### config.mk
export PLATFORM = sky130hd
export DESIGN_NAME = idu32_encoder
export DESIGN_NICKNAME = d
export VERILOG_FILES = /design/src/rtl/idu32_encoder_pkg.sv /design/src/rtl/idu32_enc_pack.sv /design/src/rtl/idu32_encoder.sv
export SDC_FILE = /design/constraint.sdc
export NUM_CORES = 1
export LEC_CHECK = 0
export ABC_AREA = 0
export ABC_CLOCK_PERIOD_IN_PS = 2100
export CELL_PAD_IN_SITES_DETAIL_PLACEMENT = 1
export CELL_PAD_IN_SITES_GLOBAL_PLACEMENT = 2
export CORE_UTILIZATION = 28
export DETAILED_ROUTE_END_ITERATION = 8
export GPL_ROUTABILITY_DRIVEN = 0
export PLACE_DENSITY = 0.82
export SETUP_SLACK_MARGIN = 0.3
export SYNTH_ARGS = -nofsm -noshare
export SYNTH_HDL_FRONTEND = slang
export SYNTH_SLANG_ARGS = --single-unit
export TNS_END_PERCENT = 50
### constraint.sdc
create_clock -name clk -period 2.1 [get_ports clk]
set_input_delay 0.42 -clock clk [delete_from_list [all_inputs] [get_ports clk]]
set_output_delay 0.42 -clock clk [all_outputs]
set_load 0.01 [all_outputs]
### src/rtl/idu32_encoder_pkg.sv
// Shared constants for the RV32 instruction encoder.
// Contents: format codes (R..J), base opcode constants, the buffered output
// word type, and a signed-range helper used by the optional immediate check.
package idu32_encoder_pkg;

  // Format codes carried on in_fmt; 6 and 7 are illegal.
  typedef enum logic [2:0] {
    FMT_R = 3'd0,
    FMT_I = 3'd1,
    FMT_S = 3'd2,
    FMT_B = 3'd3,
    FMT_U = 3'd4,
    FMT_J = 3'd5
  } fmt_e;

  // RV32I base opcodes.
  localparam logic [6:0] OP_LOAD   = 7'h03;
  localparam logic [6:0] OP_IMM    = 7'h13;
  localparam logic [6:0] OP_AUIPC  = 7'h17;
  localparam logic [6:0] OP_STORE  = 7'h23;
  localparam logic [6:0] OP_OP     = 7'h33;
  localparam logic [6:0] OP_LUI    = 7'h37;
  localparam logic [6:0] OP_BRANCH = 7'h63;
  localparam logic [6:0] OP_JALR   = 7'h67;
  localparam logic [6:0] OP_JAL    = 7'h6F;

  // One buffered output word.
  typedef struct packed {
    logic [31:0] inst;
    logic        err;
  } enc_word_t;

  // True when v is representable as a signed value of the given bit width:
  // everything from the sign bit upward must be all zeros or all ones.
  function automatic logic fits_signed(input logic [31:0] v, input int unsigned bits);
    logic [31:0] hi;
    hi = $signed(v) >>> (bits - 1);
    return (hi == '0) || (hi == '1);
  endfunction

endpackage

### src/rtl/idu32_enc_pack.sv
// Combinational field packing for RV32 R/I/S/B/U/J formats.
// Ports:
//   fmt, opcode, funct3, funct7, rd, rs1, rs2, imm : instruction fields
//   inst : packed 32-bit instruction (0 for illegal fmt)
//   err  : illegal fmt, or (with IDU32_IMM_CHECK_EN) unrepresentable imm
// Optional feature macro: IDU32_IMM_CHECK_EN enables the immediate range check.
// The encoding itself is always the truncated one, regardless of the check.
module idu32_enc_pack
  import idu32_encoder_pkg::*;
(
  input  logic [2:0]  fmt,
  input  logic [6:0]  opcode,
  input  logic [2:0]  funct3,
  input  logic [6:0]  funct7,
  input  logic [4:0]  rd,
  input  logic [4:0]  rs1,
  input  logic [4:0]  rs2,
  input  logic [31:0] imm,
  output logic [31:0] inst,
  output logic        err
);

`ifdef IDU32_IMM_CHECK_EN
  logic range_ok;
`endif

  always_comb begin
    inst = '0;
    err  = 1'b0;
    case (fmt)
      FMT_R:   inst = {funct7, rs2, rs1, funct3, rd, opcode};
      FMT_I:   inst = {imm[11:0], rs1, funct3, rd, opcode};
      FMT_S:   inst = {imm[11:5], rs2, rs1, funct3, imm[4:0], opcode};
      FMT_B:   inst = {imm[12], imm[10:5], rs2, rs1, funct3, imm[4:1], imm[11], opcode};
      FMT_U:   inst = {imm[31:12], rd, opcode};
      FMT_J:   inst = {imm[20], imm[10:1], imm[11], imm[19:12], rd, opcode};
      default: err  = 1'b1;
    endcase
`ifdef IDU32_IMM_CHECK_EN
    range_ok = 1'b1;
    case (fmt)
      FMT_I, FMT_S: range_ok = fits_signed(imm, 12);
      FMT_B:        range_ok = fits_signed(imm, 13) && !imm[0];
      FMT_J:        range_ok = fits_signed(imm, 21) && !imm[0];
      FMT_U:        range_ok = (imm[11:0] == '0);
      default:      range_ok = 1'b1;
    endcase
    if (!range_ok) err = 1'b1;
`endif
  end

endmodule

### src/rtl/idu32_encoder.sv
// RV32 instruction encoder with valid/ready handshakes on both sides.
// Ports:
//   clk, rst_n           : clock (rising edge), async active-low reset
//   in_valid/in_ready    : field bundle handshake
//   in_fmt..in_imm       : instruction fields (fmt 0=R 1=I 2=S 3=B 4=U 5=J)
//   out_valid/out_ready  : encoded word handshake
//   out_inst, out_err    : encoded instruction and error flag
//   enc_count            : completed output handshakes, wraps mod 2^CNT_W
// Optional feature macro: IDU32_IMM_CHECK_EN (immediate range check, in
// idu32_enc_pack). Buffering is a main output register plus one skid entry;
// in_ready depends only on registered state.
module idu32_encoder
  import idu32_encoder_pkg::*;
#(
  parameter int unsigned CNT_W = 32
) (
  input  logic             clk,
  input  logic             rst_n,
  input  logic             in_valid,
  output logic             in_ready,
  input  logic [2:0]       in_fmt,
  input  logic [6:0]       in_opcode,
  input  logic [2:0]       in_funct3,
  input  logic [6:0]       in_funct7,
  input  logic [4:0]       in_rd,
  input  logic [4:0]       in_rs1,
  input  logic [4:0]       in_rs2,
  input  logic [31:0]      in_imm,
  output logic             out_valid,
  input  logic             out_ready,
  output logic [31:0]      out_inst,
  output logic             out_err,
  output logic [CNT_W-1:0] enc_count
);

  enc_word_t enc_word;
  enc_word_t main_q;
  enc_word_t skid_q;
  logic      main_valid;
  logic      skid_valid;
  logic      push;
  logic      pop;

  idu32_enc_pack u_pack (
    .fmt    (in_fmt),
    .opcode (in_opcode),
    .funct3 (in_funct3),
    .funct7 (in_funct7),
    .rd     (in_rd),
    .rs1    (in_rs1),
    .rs2    (in_rs2),
    .imm    (in_imm),
    .inst   (enc_word.inst),
    .err    (enc_word.err)
  );

  assign in_ready  = !skid_valid;
  assign out_valid = main_valid;
  assign out_inst  = main_q.inst;
  assign out_err   = main_q.err;
  assign push      = in_valid && in_ready;
  assign pop       = main_valid && out_ready;

  // A full skid blocks input, so "pop with skid full" never coincides with
  // a push; otherwise a push lands in main if main is free or draining this
  // cycle, and in the skid entry only when main is held.
  always_ff @(posedge clk or negedge rst_n) begin
    if (!rst_n) begin
      main_q     <= '0;
      skid_q     <= '0;
      main_valid <= 1'b0;
      skid_valid <= 1'b0;
      enc_count  <= '0;
    end else begin
      if (pop) enc_count <= enc_count + CNT_W'(1);
      if (pop && skid_valid) begin
        main_q     <= skid_q;
        skid_valid <= 1'b0;
      end else if (push && (!main_valid || pop)) begin
        main_q     <= enc_word;
        main_valid <= 1'b1;
      end else if (push) begin
        skid_q     <= enc_word;
        skid_valid <= 1'b1;
      end else if (pop) begin
        main_valid <= 1'b0;
      end
    end
  end

endmodule

==> results of run 1 <==
-- per-layer routing --
| metal | track usage | up-vias |
|---|---|---|
| met1 | 0.2189 | 1921 |
| met3 | 0.03964 | 15 |
| met2 | 0.2680 | 124 |
| met4 | 0.05677 | 0 |
| met5 | 0 | - |
| li1 | - | 1880 |
-- final timing paths --
| check | startpoint | endpoint | slack, ns | cells past startpoint |
|---|---|---|---|---|
| worst max-delay path | out_valid | out_valid | 0.32 | 1 |
| worst min-delay path | rst_n | enc_count[12] | 0.03 | 1 |
| worst max register to register | enc_count[12] | enc_count[22] | 0.43 | 5 |
| worst min register to register | skid_q[10] | skid_q[10] | 0.48 | 2 |
| max in group asynchronous | rst_n | skid_q[2] | 1.43 | 2 |
| min in group clk | skid_q[10] | skid_q[10] | 0.48 | 2 |
-- state kept, by name, summed over array words and instances, names as in the netlist --
signal      flops
skid_q         33
enc_count      32
out_inst       32
out_err         1
out_valid       1
skid_valid      1
-- stage by stage --
stage               hold slack (ns)  power (W)  utilization
floorplan                    0.1244   0.004113            -
global placement             0.4021   0.005428       0.3967
detailed placement           0.4069   0.005556       0.3967
CTS                         0.03114   0.007511       0.4188
global route                0.04609   0.007898       0.4212
finish                      0.02549   0.007422       0.4212
-- repair_timing --
| item | in CTS | in global routing |
|---|---|---|
| gates resized for setup | 4 | 9 |
| setup buffers | 0 | 1 |
| hold buffers | 0 | 0 |
| endpoints found under the setup margin | 8 | 54 |
-- final cells by class --
type                            instances  share of cell area
Clock buffer                           11             0.03628
Clock inverter                          5             0.01590
Inverter                                7            0.003927
Multi-Input combinational cell        321              0.2901
Sequential cell                       100              0.3746
Tap cell                              216             0.04040
Timing Repair Buffer                  159              0.2388
-- power by group through the flow --
stage / combinational (W) / clock, W / sequential [W]
3_3_place_gp: 0.00243 / 0 / 0.00300
4_1_cts: 0.00252 / 0.00198 / 0.00301
5_1_grt: 0.00275 / 0.00205 / 0.00310
2_1_floorplan: 0.00103 / 0 / 0.00308
3_5_place_dp: 0.00252 / 0 / 0.00303
6_report: 0.00250 / 0.00192 / 0.00300
-- cell usage in the layout (no fill, tap or decap), drive strengths merged, types with 7 or more instances in the layout --
master,instances
and3,10
mux2i,7
clkdlybuf4s50,134
xnor2,17
nand3,7
o21ai,66
dfrtp,100
nand2,69
inv,8
clkbuf,11
a221o,8
buf,23
a22oi,42
nor2b,12
xor2,14
a21oi,17
nor2,28
-- kinds of logic after synthesis --
| group | count (synthesis) | share of synthesized area |
|---|---|---|
| flops | 100 | 0.5491 |
| mux | 11 | 0.02526 |
| simple gates | 144 | 0.1502 |
| compound gates | 134 | 0.1798 |
| fa+ha+maj | 1 | 0.002745 |
| xor+xnor | 31 | 0.05958 |
| buf+inv | 34 | 0.03322 |
==> impl_results.md, run 1 <==
- DRC viols: 0
- Number of synthesized flops with an enable pin: 0
- Count leader, synth: dfrtp_1
- Critical-path cell list: clkdlybuf4s50_1
- Die extent in y: 129.6 um
- Final worst slack: 0.3173 ns
- Vias in the first global route: 4165
- Die Wd: 129.6 um
- First-pass GRT wire length: 21.65 mm
- Sequential element share of the synthesized area: 0.5491
- Largest cells by area after synthesis: dfrtp_1, a22oi_1, nand2_1
- Crit path max fanout: 9
- Final period utilization: 0.8489
- VDD IR-drop max: 0.4697 mV
- Final WL: 13.26 mm
- Area grow syn2layout: 46.82%
- Clock-pin slew on the worst setup and hold paths: 0.06 ns
- Via Count: 3940
- Power share of the combinational group: 0.336
- Placeable Area: 15890 um2
- FFs w/ async S/R, synth: 1.000
- Fmax: 561.0 MHz
- Post-DR wirelength/cell: 16.19 um
- Starting Density: 0.2869
- Drt pass-1 iters: 4
- Synth warnings: 0
- Synth Register Bits: 100
- Cell Count, Final, Fillers Out: 819
- Cells after DPL: 802
- Detailed Place HPWL: 9.886 mm
- Clk sinks: 100
- Synth Net Count: 527
- MaxCap Viol Count: 0
- Initial drt markers: 128
- Antenna cell count: 0
- CTS tree: done
- Synth Cell Area: 4557 um2
- DRT antenna net count: 0
- Final Hold Vio Count: 0
- FF/Latch Area: 2506 um2
- Clock share of power: 0.259
- Number of port buffers: 137
- Switch Pwr: 0.002353 W
- GRT Resource Usage Total: 0.1665
- Root buffer cell: clkbuf_16
- CTS max path bufs: 2
- Setup TNS: 0 ns
- CTS Buf Count: 9
- Avg Vias per Cell: 4.811
- Post-synth top cells: dfrtp_1, nand2_1, a22oi_1
- Num ports: 138
- Row count: 46
- Top cell type's share of synthesized area: 0.5491
- Largest net degree at the start of global routing: 67
- Met1 WL: 6.053 mm
- Final slew viol count: 0
- Worst-Skew Late Latency: 0.34 ns
- Syn Area/Cell: 10.02 um2
- Met3 WL: 776 um
- Final Instance Area: 6690 um2
- Synth cell types: 31
- CP Capture Type: output port
- Initial antenna violation count: 0
- Max-slew headroom: 0.6890
- Int Pwr: 0.005069 W
- Sw Ratio: 0.3171
- Filler cells: 1787
- Grt ovf: 0
- Met2 wire len: 6.215 mm
- DR top layer: met4
- Cell family with most CP delay: buffers and inverters
- Dominant synthesized flop cell: dfrtp_1
- WS Path Type: reg2out
- Pwr Density: 1109 nW/um2
- Multi-input logic area: 1941 um2
- Critical Path RT: 1.68 ns
- Worst endpoint data arrival time: 1.36 ns
- H-tree depth: 3
- Outcome: completed
- Share of cells above drive strength 1: 0.09950
- Tmin final: 1.783 ns
- Worst path bufs/invs: 1
- Slowest CP cell: clkdlybuf4s50_1
- Worst Setup Start Kind: flip-flop
- Crit-path max cell delay: 0.57 ns
- RSZ-0062 raised after global routing: yes
- Leakage: 2.897 nW
- Pre-CTS WS: -0.1118 ns
- Die area: 16790 um2
- Sequential power share: 0.404
- Clock Skew: 0.005566 ns
- Final net count: 670
- Dpl cell area: 6301 um2
- Worst-Margin Slew: 0.4664 ns
- Final setup violation count: 0
- Leading area contributor after synthesis: dfrtp_1
- Synth Instances: 455
- Min-Delay Path Class: in2async
Note: power is estimated with default switching activity, not from simulation.
==> inputs of run 2 (changes only) <==
Settings changed: ABC_CLOCK_PERIOD_IN_PS 2100 to 1500, CORE_UTILIZATION 28 to 26, PLACE_DENSITY 0.82 to 0.8.
Clock period 2.1 ns to 1.5 ns, I/O delays scaled along.
==> run 2 against run 1 <==
The run now ends with negative setup slack left; wire length increased by 30%; clock power is 34% higher; die area up 7.6%; via count is 12% higher; final cell count is 12% higher; design area is 22% higher; critical path type is now reg2reg; critical endpoint is now enc_count[11]; largest power group is now combinational logic; highest routed layer unchanged.
==> impl_results.md, run 2 (same netlist as run 1, synthesis figures left out) <==
- Outcome: finished, violations left
- Violated checks: negative setup slack
- Crit-path max cell delay: 0.39 ns (-0.18 ns)
- Placeable Area: 17180 um2 (+8.1%)
- Cells after DPL: 839 (+4.6%)
- Initial drt markers: 210 (+64%)
- WS Path Type: reg2reg
- Clk sinks: 100 (unchanged)
- DRT antenna net count: 0 (unchanged)
- Final WL: 17.28 mm (+30%)
- Area grow syn2layout: 79.71%
- Initial antenna violation count: 0 (unchanged)
- Max reg flops: 33 (unchanged)
- CTS Buf Count: 9 (unchanged)
- Critical-path cell list: buf_6 -> nand4_1 -> nor2_4 -> buf_6 -> nand4_1 -> xnor2_1
- Tmin final: 1.620 ns
- CTS max path bufs: 2 (unchanged)
- Dpl cell area: 6596 um2 (+4.7%)
- Leakage: 3.805 nW (+31%)
- Total power: 0.01240 W (+67%)
- Final net count: 763 (+14%)
- Final Hold Vio Count: 0 (unchanged)
- Fmax: 617.4 MHz
- Slowest CP cell: dfrtp_1
- Largest Register: skid_q
- Worst-Margin Slew: 0.4960 ns (+0.02961 ns)
- Vias in the first global route: 4636 (+11%)
- Number of port buffers: 137 (unchanged)
- Core Util, Final: 0.4768 (+0.05561)
- CTS tree: done
- CP Capture Type: flip-flop
- Worst endpoint data arrival time: 1.88 ns (+0.52 ns)
- Worst Setup Start Kind: flip-flop
- Grt ovf: 0 (unchanged)
- GRT Resource Usage Total: 0.1743 (+0.007801)
- Clock Skew: 0.009799 ns (+0.004234 ns)
- Avg Vias per Cell: 4.811 (about the same)
- Detailed Place HPWL: 10.51 mm (+6.3%)
- MaxCap Viol Count: 0 (unchanged)
- Critical Path RT: 1.76 ns (+0.08 ns)
- Pre-CTS WS: -0.6336 ns (-0.5218 ns)
- Commonest non-fill, non-tap cell in the layout: dfrtp_1
- Worst-Skew Late Latency: 0.35 ns (about the same)
- Drt pass-1 iters: 4 (unchanged)
- Share of cells above drive strength 1: 0.4727 (+0.3732)
- H-tree depth: 3 (unchanged)
- VDD IR-drop max: 0.6782 mV (+44%)
- Most frequent cells in the layout: dfrtp_1, buf_4, clkdlybuf4s50_1
- Largest net degree at the start of global routing: 37 (-45%)
- Cell Count, Final, Fillers Out: 921 (+12%)
- Min-Delay Path Class: in2async
- Final setup violation count: 35 (+35)
- Clock-pin slew on the worst setup and hold paths: 0.08 ns (+0.02 ns)
- Root buffer cell: clkbuf_16
- Die extent in y: 134.4 um (+3.7%)
- Pwr Density: 1514 nW/um2 (+36%)
- Final worst slack: -0.1196 ns (-0.4369 ns)
- Antenna cell count: 0 (unchanged)
- Die Wd: 134.4 um (+3.7%)
- Final slew viol count: 0 (unchanged)
- Final Instance Area: 8189 um2 (+22%)
- RSZ-0062 raised after global routing: yes
- Starting Density: 0.2653 (-0.02156)
- Worst path bufs/invs: 2 (+1)
- Row count: 48 (+4.3%)
- Crit path max fanout: 5 (-4)
- Cell family with most CP delay: simple AND/OR/NAND/NOR gates
- Final period utilization: 1.080
- Post-DR wirelength/cell: 18.76 um (+16%)
- First-pass GRT wire length: 24.51 mm (+13%)
- Die area: 18060 um2 (+7.6%)
- DRC viols: 0 (unchanged)
- Num ports: 138 (unchanged)
- Max-slew headroom: 0.6693 (-0.01974)
- Via Count: 4431 (+12%)
[run 2: per-stage QoR]
stage,hold slack (ns),TNS (ns)
2_1_floorplan,0.004409,0
3_3_place_gp,0.2934,-38.02
3_5_place_dp,0.3039,-42.34
4_1_cts,0.4591,-0.02645
5_1_grt,0.4920,-4.959
6_report,0.4643,-1.687
[run 2: worst register-to-register path: stages (launching register included)]
cell     delay [ns]
dfrtp_1        0.39
buf_6          0.12
nand4_1        0.21
nor2_4         0.28
buf_6          0.18
nand4_1        0.13
xnor2_1        0.23
[run 2: where the power goes]
group / leakage, nW / total (W) / internal, W / switching [W]
Sequential: 1.30 / 0.00441 / 0.00359 / 0.000818
Combinational: 2.35 / 0.00542 / 0.00293 / 0.00249
Clock: 0.154 / 0.00257 / 0.00148 / 0.00109
Total: 3.81 / 0.0124 / 0.00800 / 0.00439
[run 2: metal layers]
layer / GRT usage / part of all wire / vias up
met5: 0 / 0 / -
li1: - / - / 2083
met3: 0.03326 / 0.036 / 10
met1: 0.2231 / 0.43 / 2235
met4: 0.03496 / 0.0064 / 0
met2: 0.3051 / 0.53 / 103
[run 2: final cells by class]
type,instances,area (um2)
Tap cell,225,281.5
Sequential cell,100,2507
Inverter,7,28.78
Clock buffer,10,229.0
Fill cell,1841,8987
Timing Repair Buffer,250,2450
Multi-Input combinational cell,323,2599
Clock inverter,6,93.84
[run 2: path summary, 6_finish.rpt]
check | end | slack (ns) | start | cells after the start
setup / recovery | enc_count[11] | -0.12 | enc_count[1] | 6
hold / removal | enc_count[1] | 0.46 | rst_n | 2
setup reg to reg | enc_count[11] | -0.12 | enc_count[1] | 6
hold reg to reg | enc_count[31] | 0.47 | enc_count[31] | 1
max in group asynchronous | out_inst[3] | 0.44 | rst_n | 3
min in group clk | enc_count[31] | 0.47 | enc_count[31] | 1
[run 2: repair_timing]
action | in CTS | in global routing
gates resized for setup | 380 | 141
pin swaps | 23 | 69
hold buffers | 1 | 0
cloned | 2 | 11
setup endpoints to repair | 163 | 161
setup buffers | 37 | 15
hold endpoints to repair | 29 | 0
